--- config.mk ---
export PLATFORM = sky130hd
export DESIGN_NAME = i2c_reg_seq
export DESIGN_NICKNAME = d
export VERILOG_FILES = /design/src/rtl/i2c_reg_seq.sv
export SDC_FILE = /design/constraint.sdc
export NUM_CORES = 1
export LEC_CHECK = 0
export ABC_AREA = 1
export CAP_MARGIN = 20
export CORE_ASPECT_RATIO = 0.8
export CORE_MARGIN = 2
export CORE_UTILIZATION = 51
export CTS_CLUSTER_SIZE = 25
export DETAILED_ROUTE_END_ITERATION = 8
export GPL_TIMING_DRIVEN = 0
export PLACE_DENSITY = 0.87
export SYNTH_ARGS = -nofsm -noshare
export SYNTH_HDL_FRONTEND = slang
export SYNTH_SLANG_ARGS = --single-unit
--- constraint.sdc ---
create_clock -name clk -period 2.1 [get_ports clk]
set_input_delay 0.21 -clock clk [delete_from_list [all_inputs] [get_ports clk]]
set_output_delay 0.21 -clock clk [all_outputs]
set_load 0.05 [all_outputs]
--- src/rtl/i2c_reg_seq.sv ---
// Register-level I2C transaction sequencer: expands one write/read request into the
// byte-level driver's start/stop/data sequence. Optional retry logic under I2C_SEQ_RETRY_EN.
module i2c_reg_seq #(
  parameter int unsigned CLOCK_HZ   = 27_000_000,
  parameter int unsigned BAUD       = 100_000,
  parameter int unsigned GAP_CYCLES = 2 * (CLOCK_HZ / BAUD) + 4,
  parameter int unsigned RETRY_MAX  = 3
) (
  input  logic       clk,
  input  logic       rst_n,
  input  logic       req,
  input  logic       req_rd,
  input  logic [6:0] req_dev,
  input  logic [7:0] req_reg,
  input  logic [7:0] req_wdata,
  output logic       busy,
  output logic       done,
  output logic       err,
  output logic [7:0] rdata,
  output logic       i2c_cnd_start,
  output logic       i2c_cnd_stop,
  output logic       i2c_rw,
  output logic [7:0] i2c_tx_data,
  output logic       i2c_tx_start,
  output logic       i2c_tx_ack,
  input  logic       i2c_tx_ready,
  input  logic       i2c_rx_ack,
  input  logic [7:0] i2c_rx_data
);

  localparam int unsigned GapW = (GAP_CYCLES > 1) ? $clog2(GAP_CYCLES + 1) : 1;

  typedef enum logic [2:0] {StIdle, StIssue, StWaitLo, StWaitHi, StGap, StFin} state_e;

  state_e          state_q, state_d;
  logic            busy_q, busy_d;
  logic            err_q, err_d;
  logic            nack_q, nack_d;
  logic [7:0]      rdata_q, rdata_d;
  logic [1:0]      byte_q, byte_d;
  logic [GapW-1:0] gap_q, gap_d;

  logic       rd_q;
  logic [6:0] dev_q;
  logic [7:0] reg_q, wdata_q;

  logic       start_q, stop_q, rw_q, txs_q, txack_q;
  logic [7:0] txd_q;

  logic       tbl_start, tbl_stop, tbl_rw, tbl_ack;
  logic [7:0] tbl_data;

  logic       accept, gap_last;
  logic [1:0] last_byte;

`ifdef I2C_SEQ_RETRY_EN
  localparam int unsigned RetryW = (RETRY_MAX > 0) ? $clog2(RETRY_MAX + 1) : 1;
  logic [RetryW-1:0] retry_q, retry_d;
`endif

  assign accept    = req & ~busy_q;
  assign last_byte = rd_q ? 2'd3 : 2'd2;
  assign gap_last  = (gap_q == GapW'(GAP_CYCLES - 1));

  always_comb begin
    state_d = state_q;
    busy_d  = busy_q;
    err_d   = err_q;
    nack_d  = nack_q;
    rdata_d = rdata_q;
    byte_d  = byte_q;
    gap_d   = gap_q;
`ifdef I2C_SEQ_RETRY_EN
    retry_d = retry_q;
`endif
    unique case (state_q)
      StIdle: begin
        // busy_q set while idle means a request was accepted last cycle
        if (busy_q) begin
          state_d = StIssue;
          byte_d  = 2'd0;
          nack_d  = 1'b0;
        end
      end
      StIssue:  state_d = StWaitLo;
      StWaitLo: if (!i2c_tx_ready) state_d = StWaitHi;
      StWaitHi: begin
        if (i2c_tx_ready) begin
          state_d = StGap;
          gap_d   = '0;
        end
      end
      StGap: begin
        gap_d = gap_q + 1'b1;
        if (gap_last) begin
          if (!rw_q && i2c_rx_ack) nack_d = 1'b1;
          if (byte_q == 2'd3) rdata_d = i2c_rx_data;
          if (byte_q != last_byte) begin
            byte_d  = byte_q + 2'd1;
            state_d = StIssue;
          end else begin
`ifdef I2C_SEQ_RETRY_EN
            if (nack_d && (retry_q < RetryW'(RETRY_MAX))) begin
              nack_d  = 1'b0;
              retry_d = retry_q + 1'b1;
              byte_d  = 2'd0;
              state_d = StIssue;
            end else begin
              state_d = StFin;
            end
`else
            state_d = StFin;
`endif
          end
        end
      end
      StFin:   state_d = StIdle;
      default: state_d = StIdle;
    endcase

    if (state_d == StFin) begin
      busy_d = 1'b0;
      err_d  = nack_d;
    end
    if (accept) begin
      busy_d = 1'b1;
      err_d  = 1'b0;
`ifdef I2C_SEQ_RETRY_EN
      retry_d = '0;
`endif
    end
  end

  // Byte table, indexed by the byte about to be issued
  always_comb begin
    tbl_start = 1'b0;
    tbl_stop  = 1'b0;
    tbl_rw    = 1'b0;
    tbl_ack   = 1'b0;
    tbl_data  = 8'h00;
    unique case (byte_d)
      2'd0: begin
        tbl_data  = {dev_q, 1'b0};
        tbl_start = 1'b1;
      end
      2'd1: begin
        tbl_data = reg_q;
        tbl_stop = rd_q;
      end
      2'd2: begin
        if (rd_q) begin
          tbl_data  = {dev_q, 1'b1};
          tbl_start = 1'b1;
        end else begin
          tbl_data = wdata_q;
          tbl_stop = 1'b1;
        end
      end
      default: begin
        tbl_data = 8'hFF;
        tbl_stop = 1'b1;
        tbl_rw   = 1'b1;
        tbl_ack  = 1'b1;
      end
    endcase
  end

  always_ff @(posedge clk or negedge rst_n) begin
    if (!rst_n) begin
      state_q <= StIdle;
      busy_q  <= 1'b0;
      err_q   <= 1'b0;
      nack_q  <= 1'b0;
      rdata_q <= 8'h00;
      byte_q  <= 2'd0;
      gap_q   <= '0;
`ifdef I2C_SEQ_RETRY_EN
      retry_q <= '0;
`endif
    end else begin
      state_q <= state_d;
      busy_q  <= busy_d;
      err_q   <= err_d;
      nack_q  <= nack_d;
      rdata_q <= rdata_d;
      byte_q  <= byte_d;
      gap_q   <= gap_d;
`ifdef I2C_SEQ_RETRY_EN
      retry_q <= retry_d;
`endif
    end
  end

  always_ff @(posedge clk or negedge rst_n) begin
    if (!rst_n) begin
      rd_q    <= 1'b0;
      dev_q   <= 7'h00;
      reg_q   <= 8'h00;
      wdata_q <= 8'h00;
    end else if (accept) begin
      rd_q    <= req_rd;
      dev_q   <= req_dev;
      reg_q   <= req_reg;
      wdata_q <= req_wdata;
    end
  end

  // Driver-side controls are loaded on entry to ISSUE and held until the next one
  always_ff @(posedge clk or negedge rst_n) begin
    if (!rst_n) begin
      start_q <= 1'b0;
      stop_q  <= 1'b0;
      rw_q    <= 1'b0;
      txack_q <= 1'b1;
      txd_q   <= 8'h00;
      txs_q   <= 1'b0;
    end else begin
      txs_q <= (state_d == StIssue);
      if (state_d == StIssue) begin
        start_q <= tbl_start;
        stop_q  <= tbl_stop;
        rw_q    <= tbl_rw;
        txack_q <= tbl_ack;
        txd_q   <= tbl_data;
      end
    end
  end

  assign busy          = busy_q;
  assign done          = (state_q == StFin);
  assign err           = err_q;
  assign rdata         = rdata_q;
  assign i2c_cnd_start = start_q;
  assign i2c_cnd_stop  = stop_q;
  assign i2c_rw        = rw_q;
  assign i2c_tx_data   = txd_q;
  assign i2c_tx_start  = txs_q;
  assign i2c_tx_ack    = txack_q;

endmodule

Word level (Yosys, flattened, before mapping)

Cells that the tools add are included.

Logic and storage cells: 71
Output and inout bits: 24
Input bits: 37
Register bits after elaboration: 63

$add $sub $neg: 2
Reductions and logical operators: 9
Eq/ne operators: 13
Muxes and demuxes: 28
Bitwise logic cells: 2

Operators by type and width:

| operator                                                         | number |
|---|---|
| 8-bit case mux with 3 select lines                               | 1 |
| 10-bit case mux with 2 select lines                              | 1 |
| 3-bit two-way mux                                                | 5 |
| 3-bit case mux with 5 select lines                               | 1 |
| 1-bit two-way mux                                                | 11 |
| 10-bit by 1-bit adder with 10-bit output (second input constant) | 1 |
| 10-bit == test (second input constant)                           | 1 |
| 10-bit two-way mux                                               | 1 |
| 3-bit == test (second input constant)                            | 3 |
| 8-bit two-way mux                                                | 1 |
| 3-bit by 1-bit == test with 1-bit output (second input constant) | 2 |
| 3-bit by 2-bit == test with 1-bit output (second input constant) | 2 |
| 2-bit two-way mux                                                | 3 |
| 2-bit == test (second input constant)                            | 2 |
| 1-bit case mux with 2 select lines                               | 2 |
| 2-bit case mux with 2 select lines                               | 1 |
| 2-bit nonzero test                                               | 2 |
| 3-bit logical NOT                                                | 1 |
| 1-bit case mux with 3 select lines                               | 1 |
| 3-bit AND reduction                                              | 1 |
| 3-bit OR reduction                                               | 1 |
| 2-bit by 1-bit adder with 2-bit output (second input constant)   | 1 |
| 2-bit by 1-bit == test with 1-bit output (second input constant) | 1 |
| 2-bit logical NOT                                                | 1 |
| 7 further kinds                                                  | 7 |

Logic depth before layout (Yosys ltp)

Gate-level depths: netlist of the first run.

Depth in word-level cells: 8
Gate-level depth with buffers: 14
Mapped depth without buffers: 13

Least setup slack after synthesis of the first run

Ideal clock, no wire load.

Kind: register -> register
Start point: reg busy_q, in the netlist busy
End point: reg dev_q[0]
Required time: 1,975 ps
Period minus slack after synthesis: 1,785 ps
Library setup time: 125 ps
Arrival: 1,660 ps
Cell stages (with the launch flop): 5
Setup slack: 315 ps
Buffers on the path: 1
Path through: dfrtp_1 -> inv_1 -> nand2_1 -> clkbuf_1 -> mux2_2

Word-level cells in the longest chain between the ends: 2

Ends and longest elaborated chain:

| element                  | RTL line | source |
|---|---|---|
| start: declaration       | 36       | `logic busy_q, busy_d;` |
| start signal: assignment | 182      | `busy_q <= busy_d;` |
| 1-bit inverter           | 61       | `assign accept = req & ~busy_q;` |
| 1-bit AND                | 61       |  |
| end signal: assignment   | 202      | `dev_q <= req_dev;` |
| end: declaration         | 44       | `logic [6:0] dev_q;` |

Every way passes these cells.
A chain may end at the register's enable or synchronous reset.

Worst setup path after layout of the first run

Start point: reg gap_q[0]
End point: reg txd_q[3], in the netlist i2c_tx_data[3]

Word-level cells in the longest chain between the ends: 5
Elaborated cells between the ends (all ways): 10
Those cells by class: 4 x eq/ne; 5 x mux; 1 x reduce/logical

Ends and longest elaborated chain:

| element                                     | RTL line | source |
|---|---|---|
| start: declaration                          | 41       | `logic [GapW-1:0] gap_q, gap_d;` |
| start signal: assignment                    | 187      | `gap_q <= gap_d;` |
| 10-bit == test *                            | 63       | `assign gap_last = (gap_q == GapW'(GAP_CYCLES - 1));` |
| 2-bit two-way mux *                         | 95       | `if (gap_last) begin` |
| 2-bit case mux with 2 select lines *        | 76       | `unique case (state_q)` |
| net byte_d[1]                               | 40       | `logic [1:0] byte_q, byte_d;` |
| 2-bit == test, or another cell as far along | 141      | `unique case (byte_d)` |
| 8-bit case mux with 3 select lines *        | 141      |  |
| end signal: assignment                      | 224      | `txd_q <= tbl_data;` |
| end: declaration                            | 48       | `logic [7:0] txd_q;` |

The timed path passes the listed nets; every way through them passes the cells marked *.

==> results.json, run 1 <==
{
  "holdCritPathClass": "in -> async",
  "worst_ep_required_time_ns": 2.34,
  "cp_cell_sequence": "ha_1 > nand2_1 > clkinv_2 > nand3_4 > nor2_8 > nand2_2 > nand3_4 > nand2_4 > buf_6 > o21ai_0 > nand3_1 > nand2_1 > nand2_1",
  "clk_transition_reported_paths_ns": 0.07,
  "setup_viol": 0,
  "path_common_cell": "nand2_1",
  "detail_route.wl_per_cell_microns": 14.1,
  "layout.cells.most_common_list": "nand2_1, dfrtp_1, clkdlybuf4s50_1, nor2_1",
  "outcome": "complete, no violations",
  "crit_path_max_fanout": 10,
  "final_period_minus_worst_setup_slack_ns": 1.89,
  "area_growth_pct": 30.4,
  "postSynthRegisterBits": 63,
  "leakage_nw": 1.83,
  "layout_commonest_cell": "nand2_1",
  "fin_worst_skew_ns": 0.00934,
  "final_hold_viol_count": 0,
  "core_area_sq_um": 5820,
  "starting_utilization_of_the_core_area": 0.518,
  "die_h_microns": 72.8,
  "syn_nets": 353,
  "async_flop_share": 1.00,
  "num_antenna_cells": 0,
  "post-dp-hpwl_microns": 4910,
  "relSlewSlack": 0.563,
  "worst_setup_path_start_kind": "register",
  "routed_wirelength_microns": 6650,
  "synth_top_cells_by_area": "dfrtp_1, mux2_2, nand2_1",
  "cellPowerDensity_nw_per_um2": 1280,
  "cts_root_buf": "clkbuf_8",
  "cts_tree": "done",
  "placer_congestion_estimate": 0.875,
  "ff2ff_path_depth": 13,
  "synth_area_per_cell_sq_um": 9.61,
  "pin_count": 61,
  "dr.first_iter.drc_count": 133,
  "cap_violations": 0,
  "port_buffers": 60,
  "route.vias.total": 2440,
  "route.detailed.vias_per_inst": 5.16,
  "synth_top_cell_area_share": 0.514,
  "crit_slowest_cell": "dfrtp_1",
  "synth_cell_types": 32,
  "clock_tree.buffer_depth": 2,
  "clock_insertion_delay_worst_skew_ns": 0.34,
  "timing_max_transition_violations_final": 0,
  "path_class": "reg -> reg",
  "die_w_microns": 90.0,
  "grt_antenna_before_repair": 0,
  "htree_levels": 3,
  "grt_first_pass_wirelength_microns": 11100,
  "yosysWarnings": 0,
  "syn-instance-count": 314,
  "synth_enable_flop_cells": 0,
  "nets_finish": 426,
  "drive_gt1_frac": 0.189,
  "maximum_frequency_from_static_timing_analysis_ghz": 0.529,
  "cts_inserted_buffers": 9,
  "finalNonFillerCells": 473,
  "rsz0062_at_grt": "no",
  "syn-cell-area_sq_um": 3020,
  "synthDominantAreaCellType": "dfrtp_1",
  "finalCritPeriodShare": 0.900,
  "end_kind": "register",
  "synth_seq_area_share": 0.523,
  "postRouteAntennaNets": 0,
  "totalNegativeSetupSlack_ns": 0,
  "placementRows": 25,
  "drc": 0,
  "globalRouteOverflowTotal": 0,
  "design.die.area_sq_um": 6550,
  "grt_use_total": 0.220,
  "cts.sink_count": 63,
  "cts_setup_buffers": 0,
  "first_global_vias": 2415,
  "cp.arrival_ns": 2.13,
  "ys_dominant_reg_cell": "dfrtp_1",
  "critical_path_s_largest_stage_delay_ns": 0.39,
  "maximum_number_of_pins_on_one_net_before_global_route_repair": 36,
  "worstMarginPinSlew_ns": 0.656,
  "post-place-cells": 456,
  "irDropWorstVdd_uv": 710,
  "detailedRoute.firstPassIterationCount": 4
}
[synth_stat cells (3+ instances only)]
cell type and number:
nand2_1 65, dfrtp_1 62, nor2_1 26, mux2_2 24
nand3_1 24, inv_1 23, o21ai_0 20, a21oi_1 12
nand2_2 8, nand4_1 7, clkbuf_1 4, inv_2 4
o21ai_1 4, buf_6 3, nor2_2 3, nor2_8 3
nor3_1 3
[power breakdown]
group / switching (mW) / total [mW] / internal, mW
Clock: 0.461 / 1.04 / 0.575
Combinational: 1.30 / 2.08 / 0.783
Sequential: 0.265 / 1.91 / 1.64
[worst paths after layout]
check                                from        endpoint  slack, ns
max                              gap_q[0]  i2c_tx_data[3]       0.21
min                                 rst_n  i2c_tx_data[5]       0.43
max reg2reg                      gap_q[0]  i2c_tx_data[3]       0.21
min reg2reg                i2c_tx_data[7]  i2c_tx_data[7]       0.48
max in group asynchronous           rst_n      state_q[0]       1.06
min in group clk             req_wdata[2]      wdata_q[2]       0.44
[layer usage]
metal	wire length (microns)	track usage
met2	3140	0.368
met1	3020	0.277
met4	110	0.0718
met3	379	0.0733
met5	0	0
[final cells by class]
| type | count | area [sq um] |
|---|---|---|
| repair buffers | 62 | 624 |
| multi-input cells | 214 | 1260 |
| inverters | 28 | 106 |
| clock inverters | 4 | 45.0 |
| well taps | 81 | 101 |
| fillers | 482 | 1890 |
| flip-flops and latches | 63 | 1580 |
| clock buffers | 12 | 145 |
| plain buffers | 9 | 71.3 |
[cell families after synthesis]
family | synth area share
muxes | 0.0929
and+or+nand+nor | 0.246
buffers and inverters | 0.0589
AOI/OAI and AO/OA | 0.0709
adders and majority gates | 0.00829
DFF | 0.523
[sequential cells by signal, indices dropped and copies added, names as in the netlist, 2 cells and up]
| signal | flops |
|---|---|
| rdata | 8 |
| byte_q | 2 |
| state_q | 3 |
| dev_q | 7 |
| reg_q | 8 |
| gap_q | 10 |
| wdata_q | 8 |
| i2c_tx_data | 8 |
[worst max-delay path, delay by kind of cell, from the launching register on]
kind                       cells  cell delay [ns]
DFF                            1             0.39
AOI/OAI and AO/OA              1             0.07
adders and majority gates      1             0.21
and+or+nand+nor                9             0.91
buffers and inverters          2             0.21
[repair_timing]
| action | in CTS | in global routing |
|---|---|---|
| hold endpoints to repair | 27 | 0 |
| hold buffers | 1 | 0 |
| resized for setup | 1 | 0 |
| endpoints found under the setup margin | 1 | 0 |
[through the flow]
step / cell area, sq um / power (mW) / worst slack, ns / hold WS (ns) / utilization
after floorplan: 3020 / 3.33 / 0.315 / -0.0856 / -
after global routing: 3930 / 5.32 / 0.0797 / 0.453 / 0.676
after global placement: 3720 / 3.89 / -1.13 / 0.458 / 0.639
after detailed placement: 3730 / 4.00 / 0.129 / 0.277 / 0.642
after CTS: 3930 / 5.05 / 0.213 / 0.436 / 0.676
final: 3930 / 5.02 / 0.210 / 0.425 / 0.676
(Power assumes the default switching activity.)
==> run 2, diff against run 1 <==
- CTS_CLUSTER_DIAMETER: not set -> 30
==> results of run 2 <==
Same layout as run 1: the final DEF is identical, and so are final timing and power.
==> RTL edit 1: new RTL, settings of run 1 <==
Build with the macro `I2C_SEQ_RETRY_EN` defined.
--- a/src/rtl/i2c_reg_seq.sv
+++ b/src/rtl/i2c_reg_seq.sv
@@ -2,2 +2,4 @@
 // byte-level driver's start/stop/data sequence. Optional retry logic under I2C_SEQ_RETRY_EN.
+`define I2C_SEQ_RETRY_EN
+
 module i2c_reg_seq #(
Behaviour: no difference found for any inputs over 10 cycles, from zero or initial values and one cycle with rst_n low; that may be too few to reach the edited logic, so the function may still have changed.
==> RTL edit 1 against run 1 <==
Power rose by 3.8%. Setup slack got worse by 0.030 ns. Largest cell class unchanged. Cell area rose by 4.5%. Critical path type unchanged. Wire length rose by 9.2%. Sequential cell count rose by 2. Synthesized area rose by 5.8%. Global-route usage rose by 0.91 points. Hold slack improved by 0.017 ns.
==> RTL edit 1: results (changes against run 1) <==
Worst Path Arrival 2.19 ns (+0.06 ns); fraction of area in multi-input gates 0.325 (+0.00400); DP HPWL 5020 um (+2.2%); Synth Area in Adders 0.0118 (+0.00346); Non-clock inverters 40 (+43%); share of layout cells above drive strength 1 0.167 (-0.0213); post-place setup slack 0.0700 ns (-0.0595 ns); peak supply drop 596 uV (-16%); buffering overhead 0.168 (-0.00892); post-synthesis mux area share 0.0811 (-0.0118); clock root buffer master clkbuf_8; clk_skew 0.00673 ns (-0.00261 ns); largest net degree at the start of global routing 66 (+83%); top post-synthesis cells by area dfrtp_1 (50%), mux2_2 (8.1%), nand2_1 (6.0%), nor2_1 (6.0%), nand3_1 (6.0%); run status complete, no violations; Worst slew margin 0.468 (-0.0954); Pint 3.13 mW (+4.4%); TritonCTS sink count 65 (+3.2%); type of the most critical hold path input port to flip-flop; register area 1630 um^2 (+3.2%); Starting DRT DRC Count 277 (+110%); slowest stage delay, CP 0.37 ns (-0.02 ns); Distinct cells, synth 35 (+9.4%); most frequent cells after synthesis dfrtp_1 (64), nand2_1 (51), nor2_1 (51), nand3_1 (38), inv_1 (36); Non-Clock Buffer Count 72 (+1.4%); post_cts resized 0 (-1); DR WL/cell 14.2 um (+1.1%); CLK BUF 13 (+1); DR vias/cell 5.36 (+3.9%); syn nets 392 (+11%); clock-cell share of area 0.0484 (about the same)
## RTL edit 1: cell types whose count changed after synthesis, sizes merged, moves of 2 or more
cell   change
o22ai      +2
inv       +12
a21oi      +5
nor2      +24
nand3     +14
nand2     -15
dfrtp      +2
nand4      -6
o21ai      -2
buf        +2
## RTL edit 1: power by group through the flow
stage          clock network (mW)  registers (mW)  logic (mW)
6_report                     1.07            1.99        2.14
3_3_place_gp                    0            1.98        2.04
4_1_cts                      1.09            1.99        2.13
2_1_floorplan                   0            2.40        1.05
3_5_place_dp                    0            2.00        2.11
5_1_grt                      1.14            2.04        2.34
## RTL edit 1: path summary, 6_finish.rpt
path | startpoint | endpoint | slack (ns) | cells after the start
max in group asynchronous | rst_n | gap_q[9] | 1.06 | 2
max reg2reg | rd_q | i2c_tx_data[2] | 0.18 | 13
min in group asynchronous | rst_n | rdata[2] | 0.51 | 2
min | req_wdata[6] | wdata_q[6] | 0.44 | 3
max | rd_q | i2c_tx_data[2] | 0.18 | 13
min reg2reg | i2c_tx_data[0] | i2c_tx_data[0] | 0.49 | 2
## RTL edit 1: metal layers
layer | wire length, um | GRT usage | part of all wire
met1 | 3090 | 0.290 | 0.43
met2 | 3440 | 0.371 | 0.47
met3 | 610 | 0.0671 | 0.084
met4 | 123 | 0.109 | 0.017
met5 | 0 | 0 | 0
## RTL edit 1: stage by stage
step / instances / instance area [um^2]
3_3_place_gp: 493 / 3890
3_5_place_dp: 493 / 3890
4_1_cts: 510 / 4100
5_1_grt: 511 / 4110
6_report: 511 / 4110
2_1_floorplan: 352 / 3190
## RTL edit 1: cells by family (layout without fill, tap and decap cells)
kind of cell	after synthesis	after routing
buffers and inverters	50	128
flip-flops	65	65
multiplexers	23	23
AO/OA/AOI/OAI	47	47
adder cells (fa/ha/maj)	3	3
AND/OR/NAND/NOR	164	164
==> RTL edit 2: new RTL, flow settings as in run 1 <==
Made on the original files. Register the output `err` once more, cleared by the reset; this adds one clock of latency there. The other outputs are not delayed to match.
--- a/src/rtl/i2c_reg_seq.sv
+++ b/src/rtl/i2c_reg_seq.sv
@@ -230,3 +230,9 @@
   assign done          = (state_q == StFin);
-  assign err           = err_q;
+  always_ff @(posedge clk or negedge rst_n) begin
+    if (!rst_n) begin
+      err <= '0;
+    end else begin
+      err <= err_q;
+    end
+  end
   assign rdata         = rdata_q;
Behaviour: same outputs for any inputs over 10 cycles, from zero or initial values and one cycle with rst_n low; that may be too few to reach the edited logic, so the function may still have changed.
==> RTL edit 2 against run 1 <==
Power up 2.4%. Sequential cell count up 1. Synthesized area up 3.7%. Setup slack worse by 0.046 ns. First-iteration DRC count down 16%. Cell area up 2.9%. Critical endpoint is now i2c_tx_data[0]. Critical path type unchanged. Wire length down 0.26%. Largest power group unchanged. Cell count up 1.3%.
==> RTL edit 2: results (changes against run 1) <==
run status complete, no violations; met1 wire length 2950 um (-2.1%); first-pass GRT wire length 11200 um (+1.1%); Worst Path Arrival 2.17 ns (+0.04 ns); Seq/Total Area, Yosys 0.512 (-0.0106); syn nets 359 (+1.7%); fraction of area in multi-input gates 0.338 (+0.0172); Reg-to-Reg End i2c_tx_data[0]; DP HPWL 5050 um (+2.8%); clock-cell share of area 0.0427 (-0.00570); register area 1600 um^2 (+1.6%); post-place setup slack 0.130 ns (+0.000359 ns); top post-synthesis cells by area dfrtp_1 (50%), mux2_2 (8.3%), nand2_1 (7.7%), nand3_1 (3.5%), nor2_1 (3.5%); register bit total from synthesis 64 (+1.6%); CP startpoint state_q[1]; worst slew pin tran 0.563 ns (-0.0926 ns); peak supply drop 596 uV (-16%); RePlAce Congestion 0.879 (+0.47%); min setup slack post-route 0.164 ns (-0.0464 ns); CLK BUF 9 (-3); detailed-route via count 2458 (+0.74%); multi-input gates 219 (+2.3%); Non-Clock Buffer Count 70 (-1.4%); post_cts resized 0 (-1); buffering overhead 0.172 (-0.00534)
==> RTL edit 2: through the flow <==
step	cell area [um^2]	hold slack (ns)	TNS, ns
after floorplan	3130	-0.0856	0
final	4050	0.383	0
after CTS	4030	0.392	0
after detailed placement	3840	0.234	0
after global placement	3830	0.377	-76.44
after global routing	4050	0.406	0
==> RTL edit 2: kinds of logic (layout without fill, tap and decap cells) <==
kind of cell,Yosys count,after routing,synth area share
buffers and inverters,37,115,0.0560
and+or+nand+nor,152,152,0.256
DFF,64,64,0.512
adders and majority gates,2,2,0.00800
muxes,24,24,0.0860
AOI/OAI and AO/OA,41,41,0.0812
==> RTL edit 2: layer usage <==
metal,up-vias,GRT usage
li1,1198,-
met1,1180,0.272
met2,72,0.362
met3,8,0.0689
met4,0,0.0572
met5,-,0
==> RTL edit 2: power breakdown <==
group          internal (mW)  switching (mW)  total (mW)
Sequential              1.69           0.293        1.99
Combinational          0.816            1.43        2.24
Clock                  0.423           0.488       0.912
Total                   2.93            2.21        5.14
